File: src/rtl/regfile_wb_ctrl.sv
// Merges ALU writeback (priority, 1-cycle) with FIFO-buffered load/mul-div results (2-cycle min) onto one regfile write port.
// B is throttled by b_ready when the FIFO is full; A is stalled for one cycle after STARVE_MAX consecutive head bypasses.
module regfile_wb_ctrl #(
    parameter int DEPTH      = 4,
    parameter int STARVE_MAX = 8
) (
    input  logic        clk,
    input  logic        rst,
    input  logic        a_valid,
    input  logic [4:0]  a_reg,
    input  logic [31:0] a_data,
    output logic        a_stall,
    input  logic        b_valid,
    output logic        b_ready,
    input  logic [4:0]  b_reg,
    input  logic [31:0] b_data,
    output logic        RegWrite,
    output logic [4:0]  Wreg,
    output logic [31:0] Wdata,
    output logic [31:0] pend_mask
);
    localparam int AW = $clog2(DEPTH);
    localparam int SW = $clog2(STARVE_MAX + 1);
    localparam logic [AW:0]   L_FULL   = (AW + 1)'(DEPTH);
    localparam logic [SW-1:0] L_STARVE = SW'(STARVE_MAX);

    typedef struct packed {
        logic        live;
        logic [4:0]  rg;
        logic [31:0] dat;
    } entry_t;

    entry_t        r_fifo [DEPTH];
    logic [AW-1:0] r_rd_ptr;
    logic [AW-1:0] r_wr_ptr;
    logic [AW:0]   r_count;
    logic [SW-1:0] r_starve;
    logic          r_a_stall;
    logic          r_reg_write;
    logic [4:0]    r_wreg;
    logic [31:0]   r_wdata;

    logic          w_a_win;
    logic          w_empty;
    logic          w_full;
    logic          w_pop;
    logic          w_push;
    entry_t        w_head;
    logic [SW-1:0] w_starve_nxt;
    logic [31:0]   w_pend_mask;

    assign w_empty = (r_count == '0);
    assign w_full  = (r_count == L_FULL);
    assign w_a_win = a_valid && !r_a_stall && (a_reg != 5'd0);
    assign w_pop   = !w_a_win && !w_empty;
    assign b_ready = !rst && !w_full;
    assign w_push  = b_valid && b_ready;
    assign w_head  = r_fifo[r_rd_ptr];

    // The counter only measures bypasses of a waiting head, so any pop or an empty queue restarts it.
    always_comb begin
        w_starve_nxt = r_starve;
        if (w_empty || w_pop) begin
            w_starve_nxt = '0;
        end else if (w_a_win) begin
            w_starve_nxt = r_starve + 1'b1;
        end
    end

    always_comb begin
        w_pend_mask = '0;
        for (int i = 0; i < DEPTH; i++) begin
            if (r_fifo[i].live) begin
                w_pend_mask[r_fifo[i].rg] = 1'b1;
            end
        end
    end

    always_ff @(posedge clk) begin
        if (rst) begin
            for (int i = 0; i < DEPTH; i++) begin
                r_fifo[i] <= '0;
            end
            r_rd_ptr    <= '0;
            r_wr_ptr    <= '0;
            r_count     <= '0;
            r_starve    <= '0;
            r_a_stall   <= 1'b0;
            r_reg_write <= 1'b0;
            r_wreg      <= '0;
            r_wdata     <= '0;
        end else begin
            // WAW kill runs before the push so a same-cycle B entry (younger) survives.
            if (w_a_win) begin
                for (int i = 0; i < DEPTH; i++) begin
                    if (r_fifo[i].live && (r_fifo[i].rg == a_reg)) begin
                        r_fifo[i].live <= 1'b0;
                    end
                end
            end
            if (w_pop) begin
                r_fifo[r_rd_ptr].live <= 1'b0;
                r_rd_ptr              <= r_rd_ptr + 1'b1;
            end
            if (w_push) begin
                r_fifo[r_wr_ptr] <= '{live: (b_reg != 5'd0), rg: b_reg, dat: b_data};
                r_wr_ptr         <= r_wr_ptr + 1'b1;
            end
            case ({w_push, w_pop})
                2'b10:   r_count <= r_count + 1'b1;
                2'b01:   r_count <= r_count - 1'b1;
                default: r_count <= r_count;
            endcase
            r_starve  <= w_starve_nxt;
            r_a_stall <= !r_a_stall && (w_starve_nxt == L_STARVE);

            if (w_a_win) begin
                r_reg_write <= 1'b1;
                r_wreg      <= a_reg;
                r_wdata     <= a_data;
            end else if (w_pop && w_head.live) begin
                r_reg_write <= 1'b1;
                r_wreg      <= w_head.rg;
                r_wdata     <= w_head.dat;
            end else begin
                r_reg_write <= 1'b0;
            end
        end
    end

    assign a_stall   = r_a_stall;
    assign RegWrite  = r_reg_write;
    assign Wreg      = r_wreg;
    assign Wdata     = r_wdata;
    assign pend_mask = w_pend_mask;

endmodule

File: config.mk
export PLATFORM = sky130hd
export DESIGN_NAME = regfile_wb_ctrl
export DESIGN_NICKNAME = d
export VERILOG_FILES = /design/src/rtl/regfile_wb_ctrl.sv
export SDC_FILE = /design/constraint.sdc
export NUM_CORES = 1
export LEC_CHECK = 0
export CORE_MARGIN = 8
export CORE_UTILIZATION = 30
export CTS_CLUSTER_SIZE = 10
export DETAILED_ROUTE_END_ITERATION = 8
export GPL_ROUTABILITY_DRIVEN = 0
export SLEW_MARGIN = 20
export SYNTH_ARGS = -nofsm -noshare
export SYNTH_HDL_FRONTEND = slang
export SYNTH_SLANG_ARGS = --single-unit
File: constraint.sdc
create_clock -name clk -period 4.34 [get_ports clk]
set_clock_uncertainty 0.1 [all_clocks]
set_input_delay 1.085 -clock clk [delete_from_list [all_inputs] [get_ports clk]]
set_output_delay 1.085 -clock clk [all_outputs]
set_load 0.05 [all_outputs]
==> impl_results.md, run 1 <==
- Worst-skew pair later-pin latency: 0.50 ns
- Syn Inst Count: 807
- Max Buffers Root-to-Sink: 3
- Core footprint: 0.03362 mm2
- Power per cell area: 436.6 mW/mm2
- GRT Residual Overflow: 0
- FP Rows: 67
- Clk Tree Root Cell: clkbuf_16
- Ports: 150
- Critical path data arrival time: 2.94 ns
- WL/cell: 20.57 um
- Final setup fails: 0
- CTS Hold Bufs: 0
- Lkg Pwr: 4.460 nW
- Port Buffers: 149
- Seq/Total Area, Yosys: 54.59%
- Dpl ws: 0.5149 ns
- Async SR Flop Fraction: 0%
- WP data required: 3.15 ns
- First-pass GRT wire length: 43.39 mm
- Multi-input gate area: 0.004263 mm2
- Hold Crit Class: flop to flop
- CTS tree: done
- Largest net degree at the start of global routing: 39
- Yosys synthesis warning count: 0
- Final Cycle Share: 95.09%
- Initial Utilization: 30.55%
- CP endpoint kind: primary output
- R2R depth: 9
- Synth Register Bits: 204
- Tot GR Track Use: 13.47%
- Setup Buffers After CTS: 0
- Min-Delay Endpoint: r_starve[0]$_SDFF_PP0_
- Most frequently used flop master after synthesis: edfxtp_1
- Post-synthesis cell area: 0.01027 mm2
- Syn nets: 896
- Worst-path clk slew: 0.06 ns
- Setup CP Type: flop to primary output
- Max VDD drop: 0.2823 mV
- Die Wd: 201.0 um
- Synth unique cells: 49
- Top post-synthesis cells by area: edfxtp_1 (44%), and2_1 (11%), dfxtp_1 (10%)
- Commonest non-fill, non-tap cell in the layout: and2_1
- Antenna viol nets, final: 0
- Flop-to-flop setup slack: 1.70 ns
- Endpoints failing hold: 0
- Vias in the first global route: 7251
- Share of cells above drive strength 1: 13.71%
- Number of vias per cell: 4.983
- Die height: 201.0 um
- Storage cell area: 0.005610 mm2
- CTS sink count: 204
- Max Freq: 242.3 MHz
- Avg Inst Size Synth: 12.72 um2
- Max cap viols: 0
- H-tree Lvls: 1
- Final setup margin: 0.2131 ns
- Post-synth EDFFs: 152
- Vias: 6921
- Critical-path maximum fanout: 10
- DR DRC count: 0
- Worst relative slew slack: 43.75%
- Final nets: 1012
- DRT Pass-1 Iters: 5
- Initial antenna violation count: 2
- Min-delay src: r_starve[0]$_SDFF_PP0_
- Most frequent cells in the layout: and2_1 (180), edfxtp_1 (152), clkdlybuf4s50_1 (148)
- Launch point of the worst path: r_fifo[2][36]$_SDFFCE_PN0P_
- Area leader, netlist: edfxtp_1
- CTS buffer count: 24
- Crit Reg-Reg Startpoint: r_count[2]$_SDFFE_PP0P_
- Die area: 0.04041 mm2
- Outcome: completed
- Synth-to-layout area growth: 24.91%
- Yosys top cell area share: 44.45%
- DP Wirelength: 18.38 mm
- Worst-margin pin slew: 0.8437 ns
- Post_cts resized: 0
- Reg-to-reg endpoint: r_count[2]$_SDFFE_PP0P_
- Post-Route WL: 28.57 mm
- Startpoint class of the critical path: flop
- Initial DRC Count: 441
- Antenna cells: 0
- TNS Setup: 0 ns
- Fill cells: 3184
- Hold path cells: 1
- Tmin final: 4.127 ns
- RSZ-0062 raised after global routing: no
- Pins over their slew limit: 0
worst max-delay path by stage:
stage                                   end  slack (ns)  cells past startpoint
finish                        pend_mask[18]        0.21                      4
floorplan                           b_ready        0.80                      4
detailed placement  r_count[2]$_SDFFE_PP0P_        0.51                     10
CTS                           pend_mask[18]        0.22                      4
global placement    r_count[2]$_SDFFE_PP0P_        0.52                     10
global route                  pend_mask[16]        0.05                      4
cell type report:
cell class	instances	share of cell area [%]
inverters	19	0.5560
multi-input cells	510	33.24
clock buffers	44	5.512
well taps	448	4.370
flip-flops and latches	204	43.74
repair buffers	164	12.58
through the flow:
stage	hold slack, ns	util (%)	cell area, um2	instances	total power, mW
final	0.3706	38.15	12830	1389	5.600
after CTS	0.3703	38.15	12830	1389	5.673
after global routing	0.4044	38.15	12830	1389	5.843
after floorplan	0.3261	-	10270	807	3.368
after detailed placement	0.3586	36.05	12120	1345	3.816
after global placement	0.3454	36.05	12120	1345	3.806
power by group:
part	total [mW]	internal (mW)	switching [mW]
Clock	1.84	1.09	0.757
Combinational	1.29	0.569	0.719
Sequential	2.47	2.30	0.172
Total	5.60	3.95	1.65
cell usage after synthesis (3+ instances only):
library cell and number:
nor3b_1 12, mux4_2 38, edfxtp_1 152, and4bb_2 4, and3_1 9, nand4_1 4, nand2_1 15, buf_2 10
buf_4 4, o21ai_0 5, xnor2_1 23, nor2b_1 5, dfxtp_1 52, buf_6 5, clkbuf_1 54, nand3_1 10
inv_1 19, a21oi_1 7, or3_1 4, a22oi_1 24, o221ai_1 31, and2_1 180, or2_2 6, nor4_1 3
a221o_1 8, o2bb2a_1 4, nor3_1 15, nand3b_1 10, a221o_2 25, ha_1 10, a311o_1 4, nor2_1 21
and3b_1 9, or3b_2 7
registers in the layout, indices dropped and copies added, names as in the netlist, named ones only:
name / count
RegWrite: 1
r_rd_ptr: 2
a_stall: 1
r_fifo: 152
r_count: 3
r_wr_ptr: 2
Wreg: 5
r_starve: 4
Wdata: 32
worst max-delay path, cell delays in order (launching register included):
cell and delay (ns):
edfxtp_1 0.62, or3b_2 0.55, o2bb2a_1 0.32, o221ai_1 0.09, clkdlybuf4s50_1 0.86
cells by family (layout without fill, tap and decap cells):
logic type / after synthesis / count (layout) / synth area share, %
compound gates: 117 / 117 / 10.04
xor+xnor: 25 / 25 / 2.132
fa+ha+maj: 11 / 11 / 1.413
buf+inv: 93 / 227 / 4.033
flops: 204 / 204 / 54.59
mux: 38 / 38 / 8.334
simple gates: 319 / 319 / 19.46
metal layers:
metal / track usage (%) / share of wire, % / vias to the layer above
li1: - / - / 3268
met1: 16.88 / 43 / 3384
met2: 23.60 / 50 / 221
met3: 2.243 / 5.1 / 44
met4: 3.706 / 1.9 / 4
met5: 0 / 0.077 / -
(Power assumes the default switching activity.)
==> run 2, diff against run 1 <==
--- a/config.mk
+++ b/config.mk
@@ -5,6 +5,7 @@
 export SDC_FILE = /design/constraint.sdc
 export NUM_CORES = 1
 export LEC_CHECK = 0
+export CAP_MARGIN = 25
 export CORE_MARGIN = 8
 export CORE_UTILIZATION = 30
 export CTS_CLUSTER_SIZE = 10
==> results of run 2 <==
Same layout as run 1: the final DEF is identical, and so are final timing and power.
==> run 3, diff against run 2 <==
--- a/config.mk
+++ b/config.mk
@@ -11,6 +11,7 @@
 export CTS_CLUSTER_SIZE = 10
 export DETAILED_ROUTE_END_ITERATION = 8
 export GPL_ROUTABILITY_DRIVEN = 0
+export PLACE_DENSITY = 0.47
 export SLEW_MARGIN = 20
 export SYNTH_ARGS = -nofsm -noshare
 export SYNTH_HDL_FRONTEND = slang
==> run 3 against run 2 <==
Net effect:
- worst setup slack worse by 0.020 ns
- first-iteration DRC count is 3.9% lower
- hold slack worse by 0.0058 ns
- maximum frequency is 0.47% lower
- die area stayed put
- via count is 0.48% higher
- non-clock buffer count is 1 higher
- count of clock-buffer cells in the layout is 1 lower
- clock power is 8% higher
- critical path depth stayed put
- final cell count is 0.29% higher
- largest power group unchanged
==> impl_results.md, run 3 (synthesis gave the netlist of run 1 again) <==
- Most frequent cells in the layout: and2_1 (180), edfxtp_1 (152), clkdlybuf4s50_1 (148) (unchanged)
- Power per cell area: 445.2 mW/mm2 (was 436.6 mW/mm2)
- Crit Reg-Reg Startpoint: r_count[2]$_SDFFE_PP0P_ (unchanged)
- Commonest non-fill, non-tap cell in the layout: and2_1 (unchanged)
- CP endpoint kind: primary output (unchanged)
- Lkg Pwr: 4.502 nW (was 4.460 nW)
- Die area: 0.04041 mm2 (unchanged)
- Reg-to-reg endpoint: r_count[2]$_SDFFE_PP0P_ (unchanged)
- Final Cycle Share: 95.54% (was 95.09%)
- Fill cells: 3250 (was 3184)
- Max Freq: 241.2 MHz (was 242.3 MHz)
- Final nets: 1014 (was 1012)
- CTS Hold Bufs: 0 (unchanged)
- Hold path cells: 1 (unchanged)
- Switch share: 29.86% (was 29.44%)
- Vias in the first global route: 7421 (was 7251)
- Max Buffers Root-to-Sink: 3 (unchanged)
- Die height: 201.0 um (unchanged)
- CTS sink count: 204 (unchanged)
- Port Buffers: 149 (unchanged)
- DRT Pass-1 Iters: 5 (unchanged)
- Vias: 6954 (was 6921)
- Core footprint: 0.03362 mm2 (unchanged)
- First-pass GRT wire length: 46.11 mm (was 43.39 mm)
- Ports: 150 (unchanged)
- CTS tree: done (unchanged)
- DR DRC count: 0 (unchanged)
- Antenna viol nets, final: 0 (unchanged)
- Initial antenna violation count: 2 (unchanged)
- Hold Crit Class: flop to flop (unchanged)
- Worst-skew pair later-pin latency: 0.53 ns (was 0.50 ns)
- Most flop-heavy register: r_fifo (unchanged)
- Endpoints failing hold: 0 (unchanged)
- TNS Setup: 0 ns (unchanged)
- Pint: 4.029 mW (was 3.951 mW)
- Min-delay src: r_starve[0]$_SDFF_PP0_ (unchanged)
- Clock Power Share: 34.4% (was 32.9%)
- Max FFs per register: 152 (unchanged)
- H-tree Lvls: 1 (unchanged)
- Post-Route WL: 30.05 mm (was 28.57 mm)
- CP Cell Sequence: or3b_2 -> o2bb2a_1 -> o221ai_1 -> clkdlybuf4s50_1 (unchanged)
- Clk Tree Root Cell: clkbuf_16 (unchanged)
- Final setup margin: 0.1935 ns (was 0.2131 ns)
- Initial DRC Count: 424 (was 441)
- Number of buffers and inverters on the critical path: 1 (unchanged)
- Placed insts: 1346 (was 1345)
- Share of cells above drive strength 1: 14.30% (was 13.71%)
- Post_cts resized: 0 (unchanged)
- FP Rows: 67 (unchanged)
- WP data required: 3.15 ns (about the same)
- Min-Delay Endpoint: r_starve[0]$_SDFF_PP0_ (unchanged)
- Final setup fails: 0 (unchanged)
- Die Wd: 201.0 um (unchanged)
- Setup CP Type: flop to primary output (unchanged)
- Initial Utilization: 30.55% (unchanged)
- Worst relative slew slack: 44.56% (was 43.75%)
- Combinational Power Share: 22.6% (was 23.0%)
- Family with the most delay on the worst path: buffers and inverters (unchanged)
- Worst-path clk slew: 0.06 ns (about the same)
- Setup Buffers After CTS: 0 (unchanged)
- Flop-to-flop setup slack: 1.75 ns (was 1.70 ns)
- GRT Residual Overflow: 0 (unchanged)
- Tot GR Track Use: 14.46% (was 13.47%)
- Startpoint class of the critical path: flop (unchanged)
- Largest incremental delay on the critical path: 0.85 ns (was 0.86 ns)
- Dpl ws: 0.5129 ns (was 0.5149 ns)
- Critical-path maximum fanout: 10 (unchanged)
- Tmin final: 4.146 ns (was 4.127 ns)
- RSZ-0062 raised after global routing: no (unchanged)
- Worst-margin pin slew: 0.8316 ns (was 0.8437 ns)
- Net Switching: 1.715 mW (was 1.649 mW)
- Outcome: completed (unchanged)
- DP Wirelength: 19.27 mm (was 18.38 mm)
- CTS buffer count: 25 (was 24)
- Largest net degree at the start of global routing: 39 (unchanged)
- Number of vias per cell: 4.992 (was 4.983)
- Max cap viols: 0 (unchanged)
- Share of power burned in registers: 43.1% (was 44.1%)
- Slowest CP cell: clkdlybuf4s50_1 (unchanged)
- R2R depth: 9 (unchanged)
- WL/cell: 21.57 um (was 20.57 um)
- Synth-to-layout area growth: 25.65% (was 24.91%)
- Critical path data arrival time: 2.96 ns (was 2.94 ns)
- Pins over their slew limit: 0 (unchanged)
- Fin cells: 1393 (was 1389)
- Max VDD drop: 0.2149 mV (was 0.2823 mV)
## run 3: changes by cell type in the layout (fill, tap and decap cells not counted)
cell	delta
clkbuf_16	+1
clkinv_1	+1
clkinv_2	+1
buf_4	+1
clkbuf_8	+2
clkbuf_1	-4
diode_2	+1
inv_16	+1
## run 3: cell type report
class | count | area [um2] | area share [%]
antenna | 1 | 2.502 | 0.01939
sequential | 204 | 5610 | 43.48
timing repair buffer | 165 | 1622 | 12.57
multi-input combinational | 510 | 4263 | 33.04
inverter | 19 | 71.32 | 0.5528
tap | 448 | 560.5 | 4.344
clock buffer | 43 | 744.5 | 5.770
clock inverter | 3 | 28.78 | 0.2230
## run 3: how the worst max path moves through the flow
stage / start / endpoint / slack [ns] / cells after the start
2_1_floorplan: rst / b_ready / 0.80 / 4
3_3_place_gp: a_reg[2] / r_count[2]$_SDFFE_PP0P_ / 0.54 / 10
3_5_place_dp: a_reg[2] / r_count[2]$_SDFFE_PP0P_ / 0.51 / 10
4_1_cts: r_fifo[0][33]$_SDFFCE_PN0P_ / pend_mask[0] / 0.18 / 4
5_1_grt: r_fifo[1][33]$_SDFFCE_PN0P_ / pend_mask[12] / 0.06 / 4
6_report: r_fifo[2][36]$_SDFFCE_PN0P_ / pend_mask[18] / 0.19 / 4
## run 3: power by group through the flow
stage / clock [mW] / combinational (mW) / sequential (mW)
final: 1.98 / 1.30 / 2.47
after global routing: 2.12 / 1.40 / 2.51
after CTS: 2.04 / 1.33 / 2.48
after detailed placement: 0 / 1.32 / 2.52
after global placement: 0 / 1.32 / 2.52
after floorplan: 0 / 0.807 / 2.56
## run 3: metal layers
layer / vias up / share of wire [%] / global-route usage (%)
met4: 2 / 1.7 / 3.758
met1: 3439 / 44 / 18.04
li1: 3277 / - / -
met2: 195 / 49 / 25.24
met5: - / 0.043 / 0
met3: 41 / 5.3 / 2.808
## run 3: through the flow
stage / utilization [%] / hold WS, ns / power (mW) / area [um2]
global route: 38.37 / 0.3865 / 6.023 / 12900
CTS: 38.37 / 0.3682 / 5.846 / 12900
floorplan: - / 0.3261 / 3.368 / 10270
global placement: 36.07 / 0.3467 / 3.839 / 12130
detailed placement: 36.07 / 0.3604 / 3.841 / 12130
finish: 38.38 / 0.3647 / 5.744 / 12900
